===== src/rtl/mem_stage_access_unit_pkg.sv =====
// Shared encodings for the MEM-stage data-memory access unit: funct3 codes,
// FSM state constants, byte-lane masks and the alignment rule.
package mem_stage_access_unit_pkg;

    localparam logic [2:0] F3_B  = 3'b000;
    localparam logic [2:0] F3_H  = 3'b001;
    localparam logic [2:0] F3_W  = 3'b010;
    localparam logic [2:0] F3_BU = 3'b100;
    localparam logic [2:0] F3_HU = 3'b101;

    // funct3[1:0] carries the access size for both loads and stores
    localparam logic [1:0] SIZE_B = 2'b00;
    localparam logic [1:0] SIZE_H = 2'b01;
    localparam logic [1:0] SIZE_W = 2'b10;

    typedef logic [1:0] state_t;
    localparam state_t ST_IDLE = 2'd0;
    localparam state_t ST_REQ  = 2'd1;
    localparam state_t ST_WAIT = 2'd2;
    localparam state_t ST_DONE = 2'd3;

    localparam logic [3:0] LANES_ALL     = 4'b1111;
    localparam logic [3:0] LANES_HALF_LO = 4'b0011;
    localparam logic [3:0] LANES_HALF_HI = 4'b1100;
    localparam logic [3:0] LANE_BYTE0    = 4'b0001;

    function automatic logic isMisaligned(input logic [1:0] size, input logic [1:0] offset);
        return ((size == SIZE_H) && offset[0]) || ((size == SIZE_W) && (offset != 2'b00));
    endfunction

endpackage


===== src/rtl/mem_stage_access_unit_load_data_extractor.sv =====
// Picks the addressed byte/half out of a read word and sign- or zero-extends it
// according to the load's funct3.
module load_data_extractor
    import mem_stage_access_unit_pkg::*;
(
    input  logic [31:0] word,
    input  logic [1:0]  offset,
    input  logic [2:0]  funct3,
    output logic [31:0] data
);

    logic [31:0] shifted;
    logic [7:0]  byteSel;
    logic [15:0] halfSel;

    assign shifted = word >> {offset, 3'b000};
    assign byteSel = shifted[7:0];
    assign halfSel = shifted[15:0];

    always_comb begin
        case (funct3)
            F3_B:    data = {{24{byteSel[7]}}, byteSel};
            F3_H:    data = {{16{halfSel[15]}}, halfSel};
            F3_BU:   data = {24'b0, byteSel};
            F3_HU:   data = {16'b0, halfSel};
            default: data = word;
        endcase
    end

endmodule


===== src/rtl/mem_stage_access_unit.sv =====
// MEM-stage data-memory access unit: converts load/store control into a
// valid/ready bus transaction, stalls the pipeline meanwhile, returns load data.
module mem_stage_access_unit
    import mem_stage_access_unit_pkg::*;
#(
    parameter int TIMEOUT_CYCLES = 64,
    parameter int CNT_W          = 7
) (
    input  logic        clk,
    input  logic        rst,
    input  logic        memMemRead,
    input  logic        memMemWrite,
    input  logic [2:0]  memFunct3,
    input  logic [31:0] memAddress,
    input  logic [31:0] memStoreData,
    output logic [31:0] memMemoryData,
    output logic        stall,
    output logic        misaligned,
    output logic        busError,
    output logic        dmemReq,
    output logic        dmemWe,
    output logic [31:0] dmemAddr,
    output logic [31:0] dmemWData,
    output logic [3:0]  dmemByteEn,
    input  logic        dmemReady,
    input  logic        dmemRValid,
    input  logic [31:0] dmemRData
);

    state_t           state;
    state_t           nextState;
    logic [CNT_W-1:0] timeoutCnt;
    logic [31:0]      capData;
    logic [2:0]       capFunct3;
    logic [1:0]       capOffset;
    logic             capWe;
    logic             timedOut;

    logic        access;
    logic        startAccess;
    logic        inFlight;
    logic        timeoutHit;
    logic        timeoutAbort;
    logic [31:0] extracted;

    assign access      = memMemRead | memMemWrite;
    assign misaligned  = (state == ST_IDLE) & access & isMisaligned(memFunct3[1:0], memAddress[1:0]);
    assign startAccess = (state == ST_IDLE) & access & ~misaligned;
    assign inFlight    = (state == ST_REQ) | (state == ST_WAIT);
    assign timeoutHit  = (timeoutCnt == CNT_W'(TIMEOUT_CYCLES - 1));

    assign stall    = startAccess | inFlight;
    assign busError = timedOut;
    assign dmemReq  = (state == ST_REQ);
    assign dmemWe   = capWe;
    // EX/MEM is frozen while stalled, so the live address is stable for the whole request
    assign dmemAddr = {memAddress[31:2], 2'b00};

    always_comb begin
        // NOTE: every combinational output gets a default first so no path can infer a latch.
        dmemWData  = memStoreData;
        dmemByteEn = LANES_ALL;
        case (capFunct3[1:0])
            SIZE_B:  dmemWData = {4{memStoreData[7:0]}};
            SIZE_H:  dmemWData = {2{memStoreData[15:0]}};
            default: dmemWData = memStoreData;
        endcase
        if (capWe) begin
            case (capFunct3[1:0])
                SIZE_B:  dmemByteEn = LANE_BYTE0 << capOffset;
                SIZE_H:  dmemByteEn = capOffset[1] ? LANES_HALF_HI : LANES_HALF_LO;
                default: dmemByteEn = LANES_ALL;
            endcase
        end
    end

    always_comb begin
        nextState    = state;
        timeoutAbort = 1'b0;
        case (state)
            ST_IDLE: if (startAccess) nextState = ST_REQ;
            ST_REQ: begin
                // the terminating event wins over a timeout landing in the same cycle
                if (dmemReady) begin
                    nextState = capWe ? ST_DONE : ST_WAIT;
                end else if (timeoutHit) begin
                    nextState    = ST_DONE;
                    timeoutAbort = 1'b1;
                end
            end
            ST_WAIT: begin
                if (dmemRValid) begin
                    nextState = ST_DONE;
                end else if (timeoutHit) begin
                    nextState    = ST_DONE;
                    timeoutAbort = 1'b1;
                end
            end
            default: nextState = ST_IDLE;
        endcase
    end

    always_ff @(posedge clk) begin
        // NOTE: state registers use non-blocking assignment so every flop samples pre-edge values.
        if (rst) begin
            state      <= ST_IDLE;
            timeoutCnt <= '0;
            capData    <= '0;
            capFunct3  <= '0;
            capOffset  <= '0;
            capWe      <= 1'b0;
            timedOut   <= 1'b0;
        end else begin
            state    <= nextState;
            timedOut <= timeoutAbort;
            if (inFlight && ((nextState == ST_REQ) || (nextState == ST_WAIT)))
                timeoutCnt <= timeoutCnt + 1'b1;
            else
                timeoutCnt <= '0;
            if (startAccess) begin
                capFunct3 <= memFunct3;
                capOffset <= memAddress[1:0];
                capWe     <= memMemWrite & ~memMemRead;
            end
            if (timeoutAbort)
                capData <= '0;
            else if ((state == ST_WAIT) && dmemRValid)
                capData <= dmemRData;
        end
    end

    load_data_extractor u_extractor (
        .word   (capData),
        .offset (capOffset),
        .funct3 (capFunct3),
        .data   (extracted)
    );

    assign memMemoryData = misaligned ? 32'b0 : extracted;

endmodule


===== config.mk =====
export PLATFORM = sky130hd
export DESIGN_NAME = mem_stage_access_unit
export DESIGN_NICKNAME = d
export VERILOG_FILES = /design/src/rtl/mem_stage_access_unit_pkg.sv /design/src/rtl/mem_stage_access_unit_load_data_extractor.sv /design/src/rtl/mem_stage_access_unit.sv
export SDC_FILE = /design/constraint.sdc
export NUM_CORES = 1
export LEC_CHECK = 0
export ABC_CLOCK_PERIOD_IN_PS = 5200
export CORE_MARGIN = 2
export CORE_UTILIZATION = 40
export DETAILED_ROUTE_END_ITERATION = 7
export PLACE_DENSITY = 0.88
export SKIP_CTS_REPAIR_TIMING = 1
export SYNTH_ARGS = -nofsm -noshare
export SYNTH_HDL_FRONTEND = slang
export SYNTH_SLANG_ARGS = --single-unit

===== constraint.sdc =====
create_clock -name clk -period 5.2 [get_ports clk]
set_clock_uncertainty 0.05 [all_clocks]
set_input_delay 1.04 -clock clk [delete_from_list [all_inputs] [get_ports clk]]
set_output_delay 1.04 -clock clk [all_outputs]
set_load 0.02 [all_outputs]

==> metrics <==
status finished clean; vias in the first global route 3,201; Gate power share approximately 56%; post-synthesis adder-cell area fraction approximately 1.9%; clock sink total 48; cell area after placement 4480 µm²; clock share of power 16.8%; H-tree Lvls 2; CP max FO 17; Placeable Area 8090 µm²; Power Internal 0.000993 W; Global Route met1 Usage around a quarter; largest family of logic cells by synthesized area simple AND/OR/NAND/NOR gates; register area 962 µm²; cell depth of the worst setup path 7; Nets 650; CTS Buffer Depth 2; Final period util 86.5%; synth warn 0; hold crit path type flip-flop to flip-flop; worst endpoint required time ~4 ns; DRC 0; Worst Max-Slew Pin Slew about 1.3 ns; flop2flop setup slack 2.57 ns; fillers around 740; critical path startpoint memFunct3[0]; setup tns final 0 ns; wire length per cell between 15 and 20 µm; Post-Syn Area ~3300 µm²; PD cells ~370 nW/µm²; Initial Util between 40% and 50%; total die area 8940 µm²; clk_lat worst skew 0.30 ns; Design Area, Final 4600 µm²; Netlist cell types 38; area of the multi-input gates 1840 µm²; worst setup path category input port to output port; max cap viols 0; layout cell share with drive strength beyond 1 approximately 6.5%; post-detail-place hpwl 8320 µm; share of the yosys chip area belonging to registers just under 30%; Tot Pwr about 0.0017 W; CTS tree done; IO buf count approximately 150; synthesized-area fraction occupied by and/or/nand/nor cells between 20% and 30%; switching share of power 41.6%; xor/xnor share of the synthesized area ~2.4%; initial antenna violation count 0; largest net degree at the start of global routing 41; fin cells roughly 650; Worst-path clk slew 0.08 ns; Die Ht about 95 µm; Worst setup EP type output port; unrepaired setup endpoints after global routing no; critical path's slowest cell clkdlybuf4s50_1; crit path DAT 3.41 ns; DRT iter0 DRCs ~230; total number of vias about 3,400; Overflow after GRT 0; leakage roughly 1.6 nW; Synth Area in Compound Gates 18.5%; Final setup viols 0; Num CTS Buffers 5; Fin. Hold Viols 0; routed wire length 10,800 µm; First-pass DRT Iterations 8; fin. max-slew vios 0; crit path time final about 4.5 ns; Max transition margin 14.3%; mux cell area share after synthesis approximately an eighth; Crit path buffers/inverters 2; first-pass GRT wire length 15,500 µm; grt peak-use layer met2; met3 Use GR slightly above 4%; chip width around 95 µm; Setup crit start kind input port; met2 Use GR between 40% and 50%; crit path capture memMemoryData[26]; root buffer cell clkbuf_8; gp weighted congestion about 0.92; Max Clock Freq ~0.22 GHz; row cnt 33; top-level I/O count 210; synthesized area per cell just over 7 µm²; DP Cell Count between 600 and 700; post-route ant nets 0; Ant. Diodes 0; vias per cell between 5 and 6; family with the most delay on the worst path buffers and inverters; VDD IR max about 0.19 mV; GRT Total Usage 22.1%; R2R Path Start state[0]; switching power ~0.0007 W; Reg2Reg Depth 7; CP max stage delay between 0.5 and 0.6 ns; Gate Count Post-Synth roughly 450; area grow syn2layout 40.3%; flops & latches, synth 48; Cell Chain, Critical Path clkdlybuf4s50_1 > xor2_1 > a21oi_1 > nor2_1 > a21o_1 > nor2_1 > clkdlybuf4s50_1; Critical R2R Capture timeoutCnt[5]; sequential power share between 20% and 30%
==> power groups by stage <==
stage | clock [W] | combinational [W] | sequential (W)
3_3_place_gp | 0 | 0.000922 | 0.000469
6_report | 0.000285 | 0.000950 | 0.000464
2_1_floorplan | 0 | 0.000626 | 0.000439
4_1_cts | 0.000288 | 0.000949 | 0.000463
3_5_place_dp | 0 | 0.000945 | 0.000471
5_1_grt | 0.000300 | 0.00101 | 0.000471
==> final cells by class <==
| class | instances | area share, % |
|---|---|---|
| clock inverter | 2 | 0.843 |
| tap | 105 | 2.86 |
| timing repair buffer | 150 | 32.5 |
| inverter | 14 | 1.14 |
| multi-input combinational | 321 | 40.0 |
| sequential | 48 | 20.9 |
| clock buffer | 6 | 1.80 |
==> cells in the final DEF (no fill, tap or decap), drive strengths merged, types with 2 or more instances in the layout <==
master         count
inv               14
xnor2              3
dfxtp             48
nor2              48
buf                3
ha                 5
nand2             92
a221oi             7
o22ai              8
clkbuf             6
xor2               4
clkdlybuf4s50    147
nand3              4
mux2i             23
mux2              16
and3b              2
nand2b             2
nor2b              2
conb               2
nor3               7
a21o               2
o21ai             21
a21oi             61
and2               2
==> sequential cells by signal, indices dropped and copies added (netlist names) <==
register and flops:
busError 1, dmemWe 1, state 2, capFunct3 3, timeoutCnt 7, capOffset 2, capData 32
==> cells in the mapped netlist, drive strengths merged <==
master / number / area (µm²)
or3: 1 / 6.26
nand2b: 2 / 12.5
o22a: 1 / 17.5
a311oi: 1 / 8.76
or2: 1 / 6.26
and3b: 2 / 21.3
a21o: 2 / 15.0
clkbuf: 22 / 82.6
inv: 14 / 52.6
dfxtp: 48 / 961
a211oi: 1 / 20.0
nand3: 4 / 20.0
and2: 2 / 12.5
and3: 1 / 6.26
nor2b: 2 / 12.5
nor3b: 1 / 7.51
ha: 5 / 62.6
o21ai: 21 / 105
xnor2: 3 / 26.3
conb: 1 / 3.75
nand2: 92 / 345
nor2: 48 / 180
xor2: 4 / 53.8
nor3: 7 / 35.0
a211o: 1 / 10.0
a21oi: 61 / 309
mux2i: 23 / 230
o22ai: 8 / 50.1
a221oi: 7 / 61.3
mux2: 16 / 180
buf: 48 / 349
nand4: 1 / 6.26
o2bb2ai: 1 / 8.76
==> cell families after synthesis <==
group                      Yosys count
xor gates and xnor gates             7
adders and majority gates            5
and+or+nand+nor                    164
other                                1
muxes                               39
DFF                                 48
buffers and inverters               84
AOI/OAI and AO/OA                  104
==> worst min-delay path by stage <==
stage             startpoint       endpoint  slack, ns  depth (start not counted)
4_1_cts           capData[1]     capData[1]       0.42                          2
5_1_grt           capData[0]     capData[0]       0.44                          2
3_3_place_gp   timeoutCnt[0]  timeoutCnt[0]       0.39                          1
3_5_place_dp      capData[0]     capData[0]       0.40                          2
2_1_floorplan  timeoutCnt[0]  timeoutCnt[0]       0.38                          1
6_report          capData[2]     capData[2]       0.42                          2
==> per-stage QoR <==
stage,utilization [%],setup slack [ns],hold WS [ns]
final,56.8,0.704,0.419
after global placement,55.3,0.817,0.393
after global routing,56.8,0.561,0.445
after CTS,56.8,0.669,0.421
after detailed placement,55.3,0.693,0.404
after floorplan,-,1.75,0.383
==> per-layer routing <==
| metal | share of wire (%) | routed length [µm] | vias up |
|---|---|---|---|
| met3 | 8.6 | 930 | 31 |
| li1 | - | - | 1641 |
| met1 | 35 | 3810 | 1582 |
| met5 | 0 | 0 | - |
| met2 | 53 | 5750 | 189 |
| met4 | 2.7 | 293 | 0 |
==> worst register-to-register path, stage by stage, from the launching register on <==
cell	delay, ns
dfxtp_1	0.42
inv_1	0.09
ha_1	0.25
nand2_1	0.80
nand3_1	0.14
a211o_2	0.41
xor2_4	0.19
nor3_1	0.20
No activity file was read; power rests on OpenSTA's default activity.
